$ cat src/rtl/burst_tone_pkg.sv
// Shared types and constants for the burst tone generator: FSM state encoding,
// LFSR seed/taps for the optional noise, and a signed saturation helper.
package burst_tone_pkg;

  typedef enum logic [1:0] {
    IDLE,
    ON,
    OFF,
    FINISH
  } state_t;

  // Fibonacci taps 16,14,13,11 expressed as a mask over bits [15:0].
  localparam logic [15:0] LFSR_SEED = 16'hACE1;
  localparam logic [15:0] LFSR_TAPS = 16'hB400;

  function automatic int saturate(input int value, input int width);
    int hi;
    int lo;
    hi = (1 << (width - 1)) - 1;
    lo = -(1 << (width - 1));
    if (value > hi) return hi;
    if (value < lo) return lo;
    return value;
  endfunction

endpackage

$ cat src/rtl/burst_tone_generator_if.sv
// Control and sample-stream bundle of the burst tone generator; the generator
// uses the slave modport, the controlling/consuming side uses master.
interface burst_tone_generator_if #(
  parameter int SAMPLE_DATA_WIDTH = 8
);
  logic                                start;
  logic [7:0]                          num_bursts;
  logic                                abort;
  logic                                busy;
  logic                                done;
  logic                                axiov;
  logic signed [SAMPLE_DATA_WIDTH-1:0] axiod;

  modport master (
    output start, num_bursts, abort,
    input  busy, done, axiov, axiod
  );

  modport slave (
    input  start, num_bursts, abort,
    output busy, done, axiov, axiod
  );
endinterface

$ cat src/rtl/sample_strobe_gen.sv
// Free-running sample-rate divider: strobe is high during the last clk of each
// CLKS_PER_SAMPLE-cycle sample period while enabled.
module sample_strobe_gen #(
  parameter int CLKS_PER_SAMPLE = 2272
) (
  input  logic clk,
  input  logic rst,
  input  logic clear,
  input  logic enable,
  output logic strobe
);
  localparam int CW = $clog2(CLKS_PER_SAMPLE);

  logic [CW-1:0] count_q;

  assign strobe = enable && (count_q == CW'(CLKS_PER_SAMPLE - 1));

  // NOTE: sequential state uses non-blocking assignments so every register
  // samples pre-edge values regardless of process evaluation order.
  always_ff @(posedge clk) begin
    if (rst || clear) begin
      count_q <= '0;
    end else if (enable) begin
      count_q <= strobe ? '0 : count_q + CW'(1);
    end
  end
endmodule

$ cat src/rtl/burst_tone_generator.sv
// Burst tone generator: square-wave bursts separated by silent gaps, one sample
// per strobe. Define BURST_TONE_NOISE_EN to add LFSR dither (-2..+1) to every sample.
module burst_tone_generator
  import burst_tone_pkg::*;
#(
  parameter int SAMPLE_DATA_WIDTH   = 8,
  parameter int CLKS_PER_SAMPLE     = 2272,
  parameter int HALF_PERIOD_SAMPLES = 10,
  parameter int ON_SAMPLES          = 2000,
  parameter int OFF_SAMPLES         = 2000,
  parameter int AMPLITUDE           = 100
) (
  input logic                  clk,
  input logic                  rst,
  burst_tone_generator_if.slave bus
);
  localparam int W  = SAMPLE_DATA_WIDTH;
  localparam int SW = $clog2(((ON_SAMPLES > OFF_SAMPLES) ? ON_SAMPLES : OFF_SAMPLES) + 1);
  localparam int HW = $clog2(HALF_PERIOD_SAMPLES + 1);

  state_t        state_q, state_d;
  logic          strobe;
  logic          run_enable;
  logic          accept;
  logic          clear_strobe;
  logic          emit;
  logic          last_on;
  logic          last_off;
  logic [7:0]    remaining_q;
  logic [SW-1:0] sample_cnt_q;
  logic [HW-1:0] half_cnt_q;
  logic          phase_neg_q;

  logic signed [W:0]   amp_ext;
  logic signed [W:0]   target;
  logic signed [W:0]   raw;
  logic signed [W-1:0] sample;

  assign run_enable = (state_q == ON) || (state_q == OFF);
  assign accept     = (state_q == IDLE) && bus.start;

  sample_strobe_gen #(
    .CLKS_PER_SAMPLE(CLKS_PER_SAMPLE)
  ) u_strobe (
    .clk    (clk),
    .rst    (rst),
    .clear  (clear_strobe),
    .enable (run_enable),
    .strobe (strobe)
  );

  // NOTE: every signal written here gets a default first, so no path through
  // the case statement can leave one unassigned and infer a latch.
  always_comb begin
    state_d      = state_q;
    clear_strobe = 1'b0;
    emit         = 1'b0;
    last_on      = 1'b0;
    last_off     = 1'b0;
    unique case (state_q)
      IDLE: begin
        if (bus.start) begin
          if (bus.num_bursts != 8'd0) begin
            state_d      = ON;
            clear_strobe = 1'b1;
          end else begin
            state_d = FINISH;
          end
        end
      end
      ON: begin
        if (bus.abort) begin
          state_d = IDLE;
        end else if (strobe) begin
          emit = 1'b1;
          if (sample_cnt_q == SW'(ON_SAMPLES - 1)) begin
            last_on = 1'b1;
            state_d = OFF;
          end
        end
      end
      OFF: begin
        if (bus.abort) begin
          state_d = IDLE;
        end else if (strobe) begin
          emit = 1'b1;
          if (sample_cnt_q == SW'(OFF_SAMPLES - 1)) begin
            last_off = 1'b1;
            state_d  = (remaining_q == 8'd1) ? FINISH : ON;
          end
        end
      end
      FINISH: state_d = IDLE;
      default: state_d = IDLE;
    endcase
  end

`ifdef BURST_TONE_NOISE_EN
  logic [15:0] lfsr_q;

  always_ff @(posedge clk) begin
    if (rst || accept) begin
      lfsr_q <= LFSR_SEED;
    end else if (emit) begin
      lfsr_q <= {lfsr_q[14:0], ^(lfsr_q & LFSR_TAPS)};
    end
  end

  always_comb begin
    raw = target + $signed({{(W-1){1'b0}}, lfsr_q[1:0]}) - $signed((W+1)'(2));
  end
`else
  always_comb begin
    raw = target;
  end
`endif

  always_comb begin
    amp_ext = (W+1)'(AMPLITUDE);
    target  = '0;
    if (state_q == ON) begin
      target = phase_neg_q ? -amp_ext : amp_ext;
    end
    sample = W'(saturate(int'(raw), W));
  end

  always_ff @(posedge clk) begin
    if (rst) begin
      state_q   <= IDLE;
      bus.busy  <= 1'b0;
      bus.done  <= 1'b0;
      bus.axiov <= 1'b0;
      bus.axiod <= '0;
    end else begin
      state_q   <= state_d;
      bus.busy  <= (state_d == ON) || (state_d == OFF);
      bus.done  <= (state_d == FINISH);
      bus.axiov <= emit;
      if (emit) begin
        bus.axiod <= sample;
      end else if (state_d == IDLE) begin
        bus.axiod <= '0;
      end
    end
  end

  // Burst bookkeeping; phase restarts positive at the start of every burst.
  always_ff @(posedge clk) begin
    if (rst) begin
      remaining_q  <= '0;
      sample_cnt_q <= '0;
      half_cnt_q   <= '0;
      phase_neg_q  <= 1'b0;
    end else if (accept) begin
      remaining_q  <= bus.num_bursts;
      sample_cnt_q <= '0;
      half_cnt_q   <= '0;
      phase_neg_q  <= 1'b0;
    end else if (emit) begin
      sample_cnt_q <= (last_on || last_off) ? '0 : sample_cnt_q + SW'(1);
      if (last_off) begin
        remaining_q <= remaining_q - 8'd1;
        half_cnt_q  <= '0;
        phase_neg_q <= 1'b0;
      end else if (state_q == ON) begin
        if (half_cnt_q == HW'(HALF_PERIOD_SAMPLES - 1)) begin
          half_cnt_q  <= '0;
          phase_neg_q <= ~phase_neg_q;
        end else begin
          half_cnt_q <= half_cnt_q + HW'(1);
        end
      end
    end
  end
endmodule

$ cat src/flat_wrapper.sv
// flat-port wrapper written by rule: the top's interface ports become plain ports
module burst_tone_generator_flat import burst_tone_pkg::*;
#(
  parameter int SAMPLE_DATA_WIDTH   = 8,
  parameter int CLKS_PER_SAMPLE     = 2272,
  parameter int HALF_PERIOD_SAMPLES = 10,
  parameter int ON_SAMPLES          = 2000,
  parameter int OFF_SAMPLES         = 2000,
  parameter int AMPLITUDE           = 100
)
  (clk, rst, bus_start, bus_num_bursts, bus_abort, bus_busy, bus_done, bus_axiov, bus_axiod);
  burst_tone_generator_if #(.SAMPLE_DATA_WIDTH(SAMPLE_DATA_WIDTH)) bus_i ();
  input logic clk;
  input logic rst;
  input wire logic [$bits(bus_i.start)-1:0] bus_start;
  input wire logic [$bits(bus_i.num_bursts)-1:0] bus_num_bursts;
  input wire logic [$bits(bus_i.abort)-1:0] bus_abort;
  output wire logic [$bits(bus_i.busy)-1:0] bus_busy;
  output wire logic [$bits(bus_i.done)-1:0] bus_done;
  output wire logic [$bits(bus_i.axiov)-1:0] bus_axiov;
  output wire logic [$bits(bus_i.axiod)-1:0] bus_axiod;
  assign bus_i.start = bus_start;
  assign bus_i.num_bursts = bus_num_bursts;
  assign bus_i.abort = bus_abort;
  assign bus_busy = bus_i.busy;
  assign bus_done = bus_i.done;
  assign bus_axiov = bus_i.axiov;
  assign bus_axiod = bus_i.axiod;
  burst_tone_generator #(.SAMPLE_DATA_WIDTH(SAMPLE_DATA_WIDTH), .CLKS_PER_SAMPLE(CLKS_PER_SAMPLE), .HALF_PERIOD_SAMPLES(HALF_PERIOD_SAMPLES), .ON_SAMPLES(ON_SAMPLES), .OFF_SAMPLES(OFF_SAMPLES), .AMPLITUDE(AMPLITUDE)) u_core (.clk(clk), .rst(rst), .bus(bus_i));
endmodule
$ cat config.mk
export PLATFORM = sky130hd
export DESIGN_NAME = burst_tone_generator_flat
export DESIGN_NICKNAME = d
export VERILOG_FILES = /design/src/rtl/burst_tone_pkg.sv /design/src/rtl/burst_tone_generator_if.sv /design/src/rtl/sample_strobe_gen.sv /design/src/rtl/burst_tone_generator.sv /design/src/flat_wrapper.sv
export SDC_FILE = /design/constraint.sdc
export NUM_CORES = 1
export LEC_CHECK = 0
export BUFFER_PORTS_ARGS = -buffer_cell sky130_fd_sc_hd__buf_2
export CAP_MARGIN = 10
export CORE_UTILIZATION = 40
export CTS_CLUSTER_SIZE = 8
export DETAILED_ROUTE_END_ITERATION = 8
export HOLD_SLACK_MARGIN = 0.03
export PLACE_DENSITY_LB_ADDON = 0.15
export SKIP_LAST_GASP = 1
export SYNTH_ARGS = -nofsm -noshare
export SYNTH_HDL_FRONTEND = slang
export SYNTH_SLANG_ARGS = --single-unit
$ cat constraint.sdc
create_clock -name clk -period 3 [get_ports clk]
set_input_delay 0.6 -clock clk [delete_from_list [all_inputs] [get_ports clk]]
set_output_delay 0.6 -clock clk [all_outputs]
set_load 0.01 [all_outputs]
# ---- Yosys cells after proc, flatten, opt, wreduce, memory -nomap -nowiden
# Index checks and enable logic that the tools add are counted.
dict set report word_totals {
  register_bits 49
}
dict set report op_classes {
  addsub 4
  n_lt_le_gt_ge 2
  eq_ne 10
  n_mux 43
  bitwise 1
  n_reduce_logical 19
}
# op n
set ops {}
lappend ops {{$mux 8} 8}
lappend ops {{$mux 2} 9}
lappend ops {{$mux 9} 2}
lappend ops {{$mux 1} 17}
lappend ops {{$add 12x1->12 const B} 1}
lappend ops {{$eq 12x12->1 const B} 1}
lappend ops {{$mux 12} 1}
lappend ops {{$mux 4} 3}
lappend ops {{$add 11x1->11 const B} 1}
lappend ops {{$eq 11x11->1 const B} 1}
lappend ops {{$mux 11} 1}
lappend ops {{$reduce_bool 2->1} 5}
lappend ops {{$gt 9x8->1 const B} 1}
lappend ops {{$lt 9x8->1 const B} 1}
lappend ops {{$eq 2x2->1 const B} 4}
lappend ops {{$eq 8x1->1 const B} 1}
lappend ops {{$pmux 2 s4} 1}
lappend ops {{$reduce_bool 8->1} 1}
lappend ops {{$sub 8x1->8 const B} 1}
lappend ops {{$mux 7} 1}
lappend ops {{$add 4x1->4 const B} 1}
lappend ops {{$eq 2x1->1 const B} 2}
lappend ops {{$eq 4x4->1 const B} 1}
lappend ops {{$logic_not 2->1} 2}
lappend ops {{6 further kinds} 12}

# ---- Longest topological paths before layout
dict set report depth {
  ltp_word 9
  ltp_mapped 10
  depth_no_buf 8
}

# ---- By module
# From an unflattened synthesis, not the netlist that was laid out.
dict set report unflattened {
  cells_unflattened 271
  area_unflattened_um2 2302.2
}
# module instances cells_each area_each_um2 seq_area_each_um2
set by_module_without_submodules {}
lappend by_module_without_submodules {burst_tone_generator 1 207 1755.4 640.6}
lappend by_module_without_submodules {sample_strobe_gen 1 64 546.8 240.2}

# ---- Worst setup path before layout
# OpenSTA, ideal clock, no wires.
dict set report synth_timing {
  kind {register -> register}
  from {register u_core.state_q[0]}
  to {register u_core.bus.axiod[7]}
  setup_ps 117
  arrival_ps 2354
  required_time_ps 2883
  slack_ps 530
  stages_incl_launch_ff 11
  n_path_buf 2
  cell_sequence {dfxtp_1 -> inv_1 -> ha_1 -> and4_1 -> and2_1 -> buf_2 -> and4_1 -> buf_2 -> a221oi_2 -> a211oi_2 -> a22o_1}
}
dict set report synth_via {
  elab_chain_cells 8
}
# element line_no
set synth_lines {}
lappend synth_lines {{start, declared} burst_tone_generator.sv:21} ;# state_t state_q, state_d;
lappend synth_lines {{start signal, assigned} burst_tone_generator.sv:135} ;# state_q <= state_d;
lappend synth_lines {{$eq 2x1->1 / $eq 2x2->1 (equally long branches)} burst_tone_generator.sv:39} ;# assign run_enable = (state_q == ON) || (state_q == OFF);
lappend synth_lines {{$logic_or 1x1->1 *} burst_tone_generator.sv:39}
lappend synth_lines {{via u_core.run_enable} burst_tone_generator.sv:23} ;# logic run_enable;
lappend synth_lines {{$logic_and 1x1->1 *} sample_strobe_gen.sv:16} ;# assign strobe = enable && (count_q == CW'(CLKS_PER_SAMPLE - 1));
lappend synth_lines {{$mux 2 (on tied branches)} {burst_tone_generator.sv:85, burst_tone_generator.sv:74}}
lappend synth_lines {{$mux 2 (on tied branches)} {burst_tone_generator.sv:83, burst_tone_generator.sv:72}}
lappend synth_lines {{$pmux 2 s4} burst_tone_generator.sv:60} ;# unique case (state_q)
lappend synth_lines {{$logic_not 2->1} burst_tone_generator.sv:141} ;# end else if (state_d == IDLE) begin
lappend synth_lines {{$reduce_bool 2->1 (no line)} -}
lappend synth_lines {{end signal, assigned} burst_tone_generator.sv:140} ;# bus.axiod <= sample;
lappend synth_lines {{end, declared} burst_tone_generator_if.sv:21} ;# output busy, done, axiov, axiod
# The timed path passes the listed nets; every way through them passes the cells marked *. The select of a mux whose other input is x is not followed.
# A chain may end at the register's enable or synchronous reset.

# ---- Worst setup path after layout
# Same ends and word-level chain as after synthesis.

==> results.md <==
- The sequential-to-total area share from yosys stat is 39.6%.
- The area growth from synthesis to layout is 10.3%.
- The share of total power dissipated in combinational logic is slightly below 10%.
- The clock-pin slew of the registers on the worst-case setup and hold paths is 0.08 ns.
- The tightest min-delay check is of the register to register type.
- The most critical setup path has its startpoint at u_core.state_q[0].
- The number of nets at the end of the flow is 300.
- The worst-case hold path end point is u_core.bus.axiod[2].
- The count of endpoints failing hold in the final timing report is 0.
- The floorplan step defined a core boundary enclosing 5240 µm².
- The source of the worst register-to-register timing path is u_core.state_q[0].
- The TritonCTS buffer count is 5.
- Post-CTS timing repair inserted 0 buffers for setup.
- The switching power is 0.270 mW.
- Entering global routing, the biggest net connects 19 pins.
- The flow ran to the end, and the final reports show no timing, DRC or antenna violations.
- The average cell area after synthesis is 8.55 µm².
- Max-cap violations in this run came to 0.
- The number of warnings printed during yosys synthesis is 0.
- Of all flip-flops after synthesis, the portion carrying an async set or reset was 0%.
- In this run, the number of DRC markers left after iteration 0 of detailed routing was 88.
- The horizontal die dimension is around 77 µm.
- The initial antenna violation count is 0.
- The number of synthesized register bits is 44.
- The worst setup slack for register-to-register paths is roughly 0.34 ns.
- The repair_antennas step left the layout with diodes totalling 0.
- The placed wire-length estimate after detailed placement is 2940 µm.
- The number of global-route vias before repair is 1670.
- STA classifies the critical path endpoint as a register.
- After clock tree synthesis, the flow added hold-fix buffers numbering 0.
- Among all flip-flop cells after synthesis, the most frequent one is dfxtp_1.
- The via count is 1749.
- The critical path required time is between 3 and 4 ns.
- The global placement routability congestion is between 0.8 and 0.9.
- For this block, the routed nets add up to 4000 µm of wire.
- The internal power is just over 0.8 mW.
- In this run the clock root is driven by a clkbuf_8.
- The actual slew at the worst max-slew pin is 0.561 ns.
- By area the synthesized netlist is led by dfxtp_1 (40%), nor2_1 (7.9%), xor2_1 (7.1%).
- After clock tree synthesis, the repair step resized 0 gates.
- The startpoint kind of the worst setup timing path is a register.
- The overall track demand over capacity in global routing is between 10% and 20%.
- The power share of the clock group is roughly a third.
- The fraction of layout cells with a size suffix above 1 is 13.3%.
- The fraction of post-synthesis cell area in the top cell type by area is 39.6%.
- The number of distinct standard cells referenced by the synthesized netlist is 46.
- Setup repair after global routing left no endpoint under its margin.
- Once detail routing completed, the nets flagged for antenna violations numbered 0.
- The max-slew violation total from the final report is 0.
- In this run the critical register-to-register path is captured at u_core.bus.axiod[7].
- The cell row count is 26.
- Timing would allow up to 376 MHz.
- Measured against its own limit, the worst slew margin works out to 62.5%.
- Net switching is 24.6% of the power.
- The clock passes through at most 2 buffers.
- TritonCTS built the clock tree.
- In this run the static leakage power is 0.923 nW.
- The startpoint of the tightest hold check path is u_core.bus.axiod[2].
- Data arrives at the worst endpoint at 2.85 ns.
- The worst-case vdd ir drop is ~180 µV.
- The residual overflow from global routing is 0.
- The count of boundary I/O pins is 23.
- The number of setup violations in the final report is 0.
- The number of buffer cells added on primary ports is 20.
- By instance count, the leading cell after synthesis is nor2_1.
- The first-pass GRT wire length is 7330 µm.
- The number of enable flip-flop cells after synthesis is 0.
- After detailed routing, the average wire length per cell comes to 11.5 µm.
- The total power density per cell area is about 450 nW/µm².
- The clock latency at the later pin of the worst-skew pair is 0.29 ns.
- The worst path uses 88.8% of the clock period.
- The minimum clock period after layout is 2.66 ns.
- The hold path depth is 1.
- The first detailed-routing pass ran for 4 iterations.
- In the final timing run, aggregate negative setup slack is 0 ns.
- The library cell with the largest summed area after synthesis is dfxtp_1.
- The residual DRC count is 0.
- The overall power of the completed layout is 1.10 mW.
- The die covers 5860 µm².
- For the worst flop-to-flop path, the logic depth is 8.
- The final hold slack is 0.455 ns.
- The number of clock sinks is 44.
- Sequential cells account for 55.5% of the total power.
- Along the worst path, the maximum fanout reaches 10.
- The average vias per placed instance is roughly 5.0.
- The H-tree was split into 2 levels.
- Synthesis produced 260 cells.
- The critical path is of the register to register type.
- Clock skew on the completed layout was measured at around 0.011 ns.
- The starting density of the core is a little over two fifths.
- The die is roughly 77 µm tall.
- Summing every instance area after synthesis gives around 2200 µm².
- Ranked by instance count, the synthesized netlist is headed by nor2_1 (47), dfxtp_1 (44), nand2_1 (21).
cells by family (layout without fill, tap and decap cells):
group / count (synthesis) / in the layout / synth area share [%]
compound gates: 30 / 30 / 9.40
buf+inv: 19 / 37 / 4.22
fa+ha+maj: 10 / 10 / 5.63
flops: 44 / 44 / 39.6
xor+xnor: 28 / 28 / 11.0
mux: 3 / 3 / 1.35
simple gates: 125 / 125 / 28.5
other cells: 1 / 2 / 0.169
metrics by stage:
step / std cells / setup slack, ns / utilization (%) / instance area, µm²
floorplan: 261 / 0.530 / - / 2230
global placement: 341 / 0.434 / 45.1 / 2360
detailed placement: 341 / 0.375 / 45.1 / 2360
CTS: 349 / 0.342 / 46.8 / 2450
global route: 349 / 0.106 / 46.8 / 2450
finish: 349 / 0.337 / 46.8 / 2450
cells in the final DEF (no fill, tap or decap), types with 3 or more instances in the layout:
cell type | Yosys | routed
nand3_1 | 11 | 11
xnor2_1 | 10 | 10
nor2_1 | 47 | 47
a21oi_1 | 7 | 7
nor3_1 | 5 | 5
dfxtp_1 | 44 | 44
ha_1 | 10 | 10
nand4_1 | 8 | 8
and4_1 | 3 | 3
nand2b_1 | 4 | 4
nor4_1 | 5 | 5
mux2i_1 | 3 | 3
clkbuf_8 | 0 | 6
buf_2 | 3 | 20
nand2_1 | 21 | 21
o21ai_0 | 4 | 4
a211oi_1 | 6 | 6
or3_1 | 3 | 3
inv_1 | 7 | 7
and2_1 | 5 | 5
xor2_1 | 18 | 18
how the worst max path moves through the flow:
stage | endpoint | slack (ns)
5_1_grt | u_core.bus.axiod[7] | 0.11
2_1_floorplan | u_core.bus.axiod[7] | 0.53
3_3_place_gp | u_core.bus.axiod[7] | 0.43
3_5_place_dp | u_core.bus.axiod[7] | 0.38
4_1_cts | u_core.bus.axiod[7] | 0.34
6_report | u_core.bus.axiod[7] | 0.34
per-layer routing:
layer  part of all wire, %  global-route usage [%]
met5                     0                       0
met1                    52                    20.1
met3                   3.6                    3.71
met2                    44                    24.9
met4                  0.92                    4.62
critical path: stages, from the launching register on:
cell and delay (ns):
dfxtp_1 0.37, inv_1 0.09, ha_1 0.38, and4_1 0.23, and2_1 0.25, and4_1 0.36
a221oi_2 0.47, a211oi_2 0.16, a22o_1 0.25
power by group through the flow:
stage	Clock, mW	Sequential [mW]	Combinational [mW]
global placement	0	0.624	0.110
finish	0.380	0.610	0.108
global route	0.423	0.613	0.125
detailed placement	0	0.624	0.108
CTS	0.392	0.610	0.109
floorplan	0	0.623	0.0810
state kept, by name (all words and copies together), names as in the netlist:
name / cells
u_core.bus.busy: 1
u_core.remaining_q: 8
u_core.phase_neg_q: 1
u_core.bus.done: 1
u_core.bus.axiov: 1
u_core.half_cnt_q: 4
u_core.bus.axiod: 3
u_core.state_q: 2
u_core.sample_cnt_q: 11
u_core.u_strobe.count_q: 12
area by class of cell:
| cell class | count | area, µm² |
|---|---|---|
| flip-flops and latches | 44 | 881 |
| multi-input cells | 198 | 1250 |
| repair buffers | 22 | 115 |
| well taps | 70 | 87.6 |
| clock buffers | 8 | 90.1 |
| fillers | 537 | 2790 |
| inverters | 7 | 26.3 |
Power figures use the tool's default switching activity.
